<file path="config.mk">
export PLATFORM = sky130hd
export DESIGN_NAME = wb_prio_enc_ctrl
export DESIGN_NICKNAME = d
export VERILOG_FILES = /design/src/rtl/wb_prio_enc_pkg.sv /design/src/rtl/prio_enc_fifo.sv /design/src/rtl/wb_prio_enc_ctrl.sv
export SDC_FILE = /design/constraint.sdc
export NUM_CORES = 1
export LEC_CHECK = 0
export BUFFER_PORTS_ARGS = -buffer_cell sky130_fd_sc_hd__buf_2
export CORE_ASPECT_RATIO = 1.2
export CORE_MARGIN = 4
export CORE_UTILIZATION = 23
export CTS_BUF_LIST = sky130_fd_sc_hd__clkbuf_8
export DETAILED_ROUTE_END_ITERATION = 7
export SYNTH_ARGS = -nofsm -noshare
export SYNTH_HDL_FRONTEND = slang
export SYNTH_SLANG_ARGS = --single-unit
</file>
<file path="constraint.sdc">
create_clock -name wb_clk_i -period 3.53 [get_ports wb_clk_i]
set_clock_uncertainty 0.05 [all_clocks]
set_input_delay 0.706 -clock wb_clk_i [delete_from_list [all_inputs] [get_ports wb_clk_i]]
set_output_delay 0.706 -clock wb_clk_i [all_outputs]
set_load 0.01 [all_outputs]
</file>
<file path="src/rtl/wb_prio_enc_pkg.sv">
// Shared definitions for the Wishbone front-end of the 8-to-3 priority encoder:
// register offsets, CTRL/STATUS/RESULT bit positions, sequencer states, result entry.
package wb_prio_enc_pkg;

    localparam logic [1:0] REG_CTRL   = 2'd0;
    localparam logic [1:0] REG_REQ    = 2'd1;
    localparam logic [1:0] REG_RESULT = 2'd2;
    localparam logic [1:0] REG_STATUS = 2'd3;

    localparam int CTRL_ENABLE = 0;
    localparam int CTRL_FLUSH  = 1;
    localparam int CTRL_IRQ_EN = 2;

    localparam int STAT_OVF  = 8;
    localparam int STAT_BUSY = 9;

    localparam int RES_ENO   = 8;
    localparam int RES_GS    = 9;
    localparam int RES_VALID = 31;

    typedef enum logic [1:0] {
        ST_IDLE    = 2'd0,
        ST_DRIVE   = 2'd1,
        ST_CAPTURE = 2'd2
    } seq_state_t;

    typedef struct packed {
        logic       gs;
        logic       eno;
        logic [2:0] code;
    } result_t;

endpackage

</file>
<file path="src/rtl/prio_enc_fifo.sv">
// Synchronous FIFO with flush; a push into a full queue is accepted only when a pop
// frees a slot in the same cycle. DEPTH must be a power of two so pointers wrap freely.
module prio_enc_fifo #(
    parameter int WIDTH = 8,
    parameter int DEPTH = 4,
    localparam int AW = $clog2(DEPTH),
    localparam int CW = AW + 1
) (
    input  logic             clk,
    input  logic             rst_n,
    input  logic             flush,
    input  logic             push,
    input  logic             pop,
    input  logic [WIDTH-1:0] din,
    output logic [WIDTH-1:0] dout,
    output logic [CW-1:0]    count,
    output logic             full,
    output logic             empty
);

    logic [WIDTH-1:0] mem [DEPTH];
    logic [AW-1:0]    wr_ptr;
    logic [AW-1:0]    rd_ptr;
    logic             do_push;
    logic             do_pop;

    assign empty   = (count == '0);
    assign full    = (count == CW'(DEPTH));
    assign do_pop  = pop & ~empty;
    assign do_push = push & (~full | do_pop);
    assign dout    = mem[rd_ptr];

    always_ff @(posedge clk or negedge rst_n) begin
        if (!rst_n) begin
            wr_ptr <= '0;
            rd_ptr <= '0;
            count  <= '0;
        end else if (flush) begin
            wr_ptr <= '0;
            rd_ptr <= '0;
            count  <= '0;
        end else begin
            if (do_push) wr_ptr <= wr_ptr + 1'b1;
            if (do_pop)  rd_ptr <= rd_ptr + 1'b1;
            count <= count + CW'(do_push) - CW'(do_pop);
        end
    end

    // Storage carries no reset; entries are only observable once counted.
    always_ff @(posedge clk) begin
        if (do_push && !flush) mem[wr_ptr] <= din;
    end

endmodule

</file>
<file path="src/rtl/wb_prio_enc_ctrl.sv">
// Wishbone classic slave queueing request vectors to the priority encoder and results back.
// Define PRIO_ENC_IRQ_EN to implement CTRL.irq_en and the result-available interrupt.
module wb_prio_enc_ctrl
    import wb_prio_enc_pkg::*;
#(
    parameter logic [31:0] BASE_ADDR  = 32'h3000_0000,
    parameter int          FIFO_DEPTH = 4,
    parameter int          ENC_WAIT   = 1
) (
    input  logic        wb_clk_i,
    input  logic        wb_rst_ni,
    input  logic        wbs_cyc_i,
    input  logic        wbs_stb_i,
    input  logic        wbs_we_i,
    input  logic [3:0]  wbs_sel_i,
    input  logic [31:0] wbs_adr_i,
    input  logic [31:0] wbs_dat_i,
    output logic        wbs_ack_o,
    output logic [31:0] wbs_dat_o,
    output logic [7:0]  enc_in,
    output logic        enc_en,
    input  logic [2:0]  enc_code,
    input  logic        enc_gs,
    input  logic        enc_eno,
    output logic        irq_o
);

    localparam int CW = $clog2(FIFO_DEPTH) + 1;

    seq_state_t  state;
    logic [2:0]  wait_cnt;
    logic        enable;
    logic        irq_en;
    logic        ovf;

    logic        addr_hit;
    logic        wb_access;
    logic        wr_lane0;
    logic [1:0]  reg_sel;
    logic        wr_ctrl;
    logic        wr_req;
    logic        wr_status;
    logic        rd_result;
    logic        flush;
    logic        fsm_start;
    logic [31:0] rd_data;

    logic        req_pop;
    logic [7:0]  req_dout;
    logic [CW-1:0] req_count;
    logic        req_full;
    logic        req_empty;

    logic        res_push;
    result_t     res_din;
    result_t     res_dout;
    logic [CW-1:0] res_count;
    logic        res_full;
    logic        res_empty;

    logic        unused_bits;

    // A new access is taken only while ack is low, so a held strobe costs two cycles.
    assign addr_hit  = (wbs_adr_i[31:4] == BASE_ADDR[31:4]);
    assign wb_access = wbs_cyc_i & wbs_stb_i & addr_hit & ~wbs_ack_o;
    assign wr_lane0  = wb_access & wbs_we_i & wbs_sel_i[0];
    assign reg_sel   = wbs_adr_i[3:2];
    assign wr_ctrl   = wr_lane0 & (reg_sel == REG_CTRL);
    assign wr_req    = wr_lane0 & (reg_sel == REG_REQ);
    assign wr_status = wr_lane0 & (reg_sel == REG_STATUS);
    assign rd_result = wb_access & ~wbs_we_i & (reg_sel == REG_RESULT);
    assign flush     = wr_ctrl & wbs_dat_i[CTRL_FLUSH];

    assign fsm_start = (state == ST_IDLE) & enable & ~req_empty & ~res_full & ~flush;
    assign req_pop   = fsm_start;
    assign res_push  = (state == ST_CAPTURE) & ~flush;
    assign res_din   = {enc_gs, enc_eno, enc_code};

    assign unused_bits = ^{wbs_dat_i, wbs_sel_i, wbs_adr_i[1:0]};

    prio_enc_fifo #(.WIDTH(8), .DEPTH(FIFO_DEPTH)) u_req_fifo (
        .clk   (wb_clk_i),
        .rst_n (wb_rst_ni),
        .flush (flush),
        .push  (wr_req),
        .pop   (req_pop),
        .din   (wbs_dat_i[7:0]),
        .dout  (req_dout),
        .count (req_count),
        .full  (req_full),
        .empty (req_empty)
    );

    prio_enc_fifo #(.WIDTH($bits(result_t)), .DEPTH(FIFO_DEPTH)) u_res_fifo (
        .clk   (wb_clk_i),
        .rst_n (wb_rst_ni),
        .flush (flush),
        .push  (res_push),
        .pop   (rd_result),
        .din   (res_din),
        .dout  (res_dout),
        .count (res_count),
        .full  (res_full),
        .empty (res_empty)
    );

    always_comb begin
        rd_data = '0;
        case (reg_sel)
            REG_CTRL: begin
                rd_data[CTRL_ENABLE] = enable;
                rd_data[CTRL_IRQ_EN] = irq_en;
            end
            REG_RESULT: begin
                if (!res_empty) begin
                    rd_data[RES_VALID] = 1'b1;
                    rd_data[RES_GS]    = res_dout.gs;
                    rd_data[RES_ENO]   = res_dout.eno;
                    rd_data[2:0]       = res_dout.code;
                end
            end
            REG_STATUS: begin
                rd_data[3:0]       = 4'(req_count);
                rd_data[7:4]       = 4'(res_count);
                rd_data[STAT_OVF]  = ovf;
                rd_data[STAT_BUSY] = (state != ST_IDLE);
            end
            default: rd_data = '0;
        endcase
    end

    always_ff @(posedge wb_clk_i or negedge wb_rst_ni) begin
        if (!wb_rst_ni) begin
            wbs_ack_o <= 1'b0;
            wbs_dat_o <= '0;
            enable    <= 1'b0;
            ovf       <= 1'b0;
        end else begin
            wbs_ack_o <= wb_access;
            wbs_dat_o <= (wb_access && !wbs_we_i) ? rd_data : '0;
            if (wr_ctrl) enable <= wbs_dat_i[CTRL_ENABLE];
            // A push into a full queue survives only if the sequencer pops that same cycle.
            if (wr_req && req_full && !req_pop)
                ovf <= 1'b1;
            else if (wr_status && wbs_dat_i[STAT_OVF])
                ovf <= 1'b0;
        end
    end

`ifdef PRIO_ENC_IRQ_EN
    always_ff @(posedge wb_clk_i or negedge wb_rst_ni) begin
        if (!wb_rst_ni) begin
            irq_en <= 1'b0;
            irq_o  <= 1'b0;
        end else begin
            if (wr_ctrl) irq_en <= wbs_dat_i[CTRL_IRQ_EN];
            irq_o <= irq_en & (res_count != '0);
        end
    end
`else
    assign irq_en = 1'b0;
    assign irq_o  = 1'b0;
`endif

    // Sequencer: pop and present one request, hold ENC_WAIT cycles, then capture.
    always_ff @(posedge wb_clk_i or negedge wb_rst_ni) begin
        if (!wb_rst_ni) begin
            state    <= ST_IDLE;
            wait_cnt <= '0;
            enc_in   <= '0;
            enc_en   <= 1'b0;
        end else if (flush) begin
            state    <= ST_IDLE;
            wait_cnt <= '0;
            enc_en   <= 1'b0;
        end else begin
            case (state)
                ST_IDLE: begin
                    if (fsm_start) begin
                        state    <= ST_DRIVE;
                        enc_in   <= req_dout;
                        enc_en   <= 1'b1;
                        wait_cnt <= '0;
                    end
                end
                ST_DRIVE: begin
                    if (wait_cnt == 3'(ENC_WAIT - 1))
                        state <= ST_CAPTURE;
                    else
                        wait_cnt <= wait_cnt + 3'd1;
                end
                ST_CAPTURE: begin
                    state  <= ST_IDLE;
                    enc_en <= 1'b0;
                end
                default: begin
                    state  <= ST_IDLE;
                    enc_en <= 1'b0;
                end
            endcase
        end
    end

endmodule

</file>
==> reports/qor.yml <==
power_and_ir_drop:
  p_sw_w: 0.000429
  clkPwrFrac_pct: 40.1
  pwr-share-seq_pct: 56.3
  peakVddDrop_uv: 228
  p_leak_nw: 2.14
  p_sw_share_pct: 21.3
  p_int_w: 0.00159
  p_comb_share_pct: 3.5
  finalPower_w: 0.00202
  powerDensity_nw_per_um2: 401
global_route:
  overflow: 0
  grt_pass1_wl_mm: 13.8
  grt_max_degree: 41
  antenna_found_initial: 2
  grt_usage_pct: 8.56
  grt_pass1_vias: 2520
setup_path:
  cp_max_fo: 9
  r2r_slack_ps: 600
  worstReg2RegEnd: "u_req_fifo.count[2]"
  crit_type: "reg2reg"
  start_kind: "register"
  worstPathRequired_ps: 3730
  r2r.worst_path.cells: 11
  worstSetupEndpointType: "register"
  critPathArrivalTime_ps: 3130
  rr_startpoint: "state[1]"
detailed_routing:
  vias_per_cell: 4.13
  vias: 2489
  totalWireLength_mm: 8.64
  ant_nets: 0
  avgRoutedWirePerCell_um: 14.3
  drt_iter0_markers: 140
  drt_first_pass_iters: 4
  drc: 0
synthesis:
  avgSynthCellArea_um2: 14.3
  synth_seq_cells: 92
  ys_seq_area_share_pct: 59.6
  yosysUniqueCellTypes: 59
  synth_top_cell_by_area: "edfxtp_1"
  synth_common_cells: "edfxtp_1 (52), dfrtp_1 (40), buf_4 (24)"
  yosysTopAreaCellShare_pct: 36.3
  netlist_instances: 300
  synth-edff-count: 52
  synth_area_um2: 4300
  synth-warning-count: 0
  async_reset_ff_share_pct: 43.5
  synth_ff_type: "edfxtp_1"
  synth_area_leaders: "edfxtp_1 (36%), dfrtp_1 (23%), mux4_2 (6.8%)"
  yosysMostFrequentCell: "edfxtp_1"
timing:
  relSlewSlack_pct: 36.8
  fin_crit_sh_pct: 82.9
  fmax_ghz: 0.342
  rsz0062_at_grt: "false"
  final.setup.tns_ps: 0
  setup_viol: 0
  post-route-min-period_ps: 2930
  maxSlewViolCount: 0
  tightest_slew_ps: 948
  hold_viol: 0
final_layout:
  ff_latch_area_um2: 2560
  syn2layout_area_growth_pct: 17.1
  fillers: 1872
  multi_input_area_um2: 1520
  utilization_pct: 27.6
  nNetsFinal: 467
  drive_gt1_share_pct: 33.1
place:
  io_buffers: 68
  hpwl_mm: 6.53
  place.gp.congestion: 0.741
clock_tree:
  clk_path_buf_depth: 2
  cts_resized: 0
  cts.sinks: 92
  cts-hold-fix-buffers: 0
  htree_num_levels: 3
  numCtsBuffers: 9
  post_cts_buffers: 0
  clk_pin_slew_worst_paths_ps: 90
  cts_root_buffer: "clkbuf_8"
  clk_latency_ps: 360
  cts_tree: "yes"
floorplanning:
  core_um2: 18200
  pin_count: 121
  dieHeight_um: 158
  initial_utilization_pct: 23.6
  die_w_um: 133
  die_area_um2: 20900
  rows: 54
min_path:
  hold_class: "in2async"
flow_run:
  cap_violations: 0
outcome:
  status: "finished clean"
[registers in the layout (all words and copies together) (netlist names)]
signal             count
enable                 1
enc_en                 1
enc_in                 8
ovf                    1
state                  2
u_req_fifo.count       3
u_req_fifo.mem        32
u_req_fifo.rd_ptr      2
u_req_fifo.wr_ptr      2
u_res_fifo.count       3
u_res_fifo.mem        20
u_res_fifo.rd_ptr      2
u_res_fifo.wr_ptr      2
wait_cnt               3
wbs_ack_o              1
wbs_dat_o              9
[cell type report]
| class | count | share of cell area, % |
|---|---|---|
| diodes | 1 | 0.0498 |
| flip-flops and latches | 92 | 50.9 |
| repair buffers | 71 | 7.21 |
| clock inverters | 6 | 1.89 |
| well taps | 224 | 5.57 |
| inverters | 18 | 1.34 |
| multi-input cells | 181 | 30.2 |
| clock buffers | 10 | 2.74 |
[power groups by stage]
stage | Clock (W) | Sequential [W] | Combinational, W
after floorplan | 0 | 0.00116 | 0.0000440
after global placement | 0 | 0.00116 | 0.0000689
after detailed placement | 0 | 0.00116 | 0.0000715
after CTS | 0.000840 | 0.00114 | 0.0000716
after global routing | 0.000893 | 0.00114 | 0.0000803
final | 0.000809 | 0.00114 | 0.0000712
[layer usage]
layer / vias to the layer above / part of all wire [%] / track usage [%]
met5: - / 0.22 / 0
met4: 2 / 1.6 / 3.17
met3: 16 / 5.2 / 2.64
met2: 63 / 51 / 14.6
met1: 1224 / 42 / 10.2
li1: 1184 / - / -
[logic make-up (layout without fill, tap and decap cells)]
kind of cell | count (synthesis) | after routing | share of synthesized area [%]
flip-flops | 92 | 92 | 59.6
AND/OR/NAND/NOR | 86 | 86 | 12.8
buffers and inverters | 50 | 105 | 6.96
AO/OA/AOI/OAI | 25 | 25 | 3.93
multiplexers | 23 | 23 | 10.1
adder cells (fa/ha/maj) | 16 | 16 | 5.01
XOR/XNOR | 7 | 7 | 1.43
other | 1 | 25 | 0.0873
[placed cells by master, fill, tap and decap left out, types with 3 or more instances in the layout]
| cell type | instances |
|---|---|
| nor3_1 | 7 |
| clkbuf_8 | 10 |
| and2_1 | 10 |
| nand2_1 | 12 |
| xor2_1 | 3 |
| xnor2_1 | 4 |
| dfrtp_1 | 40 |
| nand3_1 | 5 |
| mux2_4 | 8 |
| buf_4 | 3 |
| nor4_1 | 7 |
| a21oi_1 | 6 |
| o21ai_0 | 6 |
| conb_1 | 24 |
| inv_1 | 18 |
| buf_2 | 68 |
| edfxtp_1 | 52 |
| mux4_2 | 13 |
| ha_1 | 14 |
| nor2_1 | 19 |
| a22oi_1 | 3 |
[metrics by stage]
step / setup WS [ps] / cell area (um2) / hold slack (ps) / cells
after floorplan: 512 / 4380 / 360 / 323
after global placement: 374 / 4790 / 442 / 586
after detailed placement: 307 / 4790 / 439 / 586
after CTS: 570 / 5030 / 453 / 602
after global routing: 400 / 5030 / 477 / 603
final: 603 / 5030 / 428 / 603
[worst max path at each step]
| stage | from | slack, ps | end | cells past startpoint |
|---|---|---|---|---|
| floorplan | wbs_adr_i[5] | 510 | u_req_fifo.count[2] | 13 |
| global placement | wbs_adr_i[21] | 370 | u_req_fifo.count[2] | 13 |
| detailed placement | wbs_adr_i[22] | 310 | u_req_fifo.count[2] | 11 |
| CTS | state[1] | 570 | u_req_fifo.count[2] | 11 |
| global route | state[1] | 400 | u_req_fifo.count[2] | 11 |
| finish | state[1] | 600 | u_req_fifo.count[2] | 11 |
[critical path: stages, from the launching register on]
cell	delay [ps]
dfrtp_1	460
or3b_1	460
nor3_4	290
and2_4	330
ha_1	260
inv_1	50
ha_1	130
inv_1	50
fa_1	370
xor2_1	170
xnor2_1	130
nor2_1	60
(Power assumes the default switching activity.)
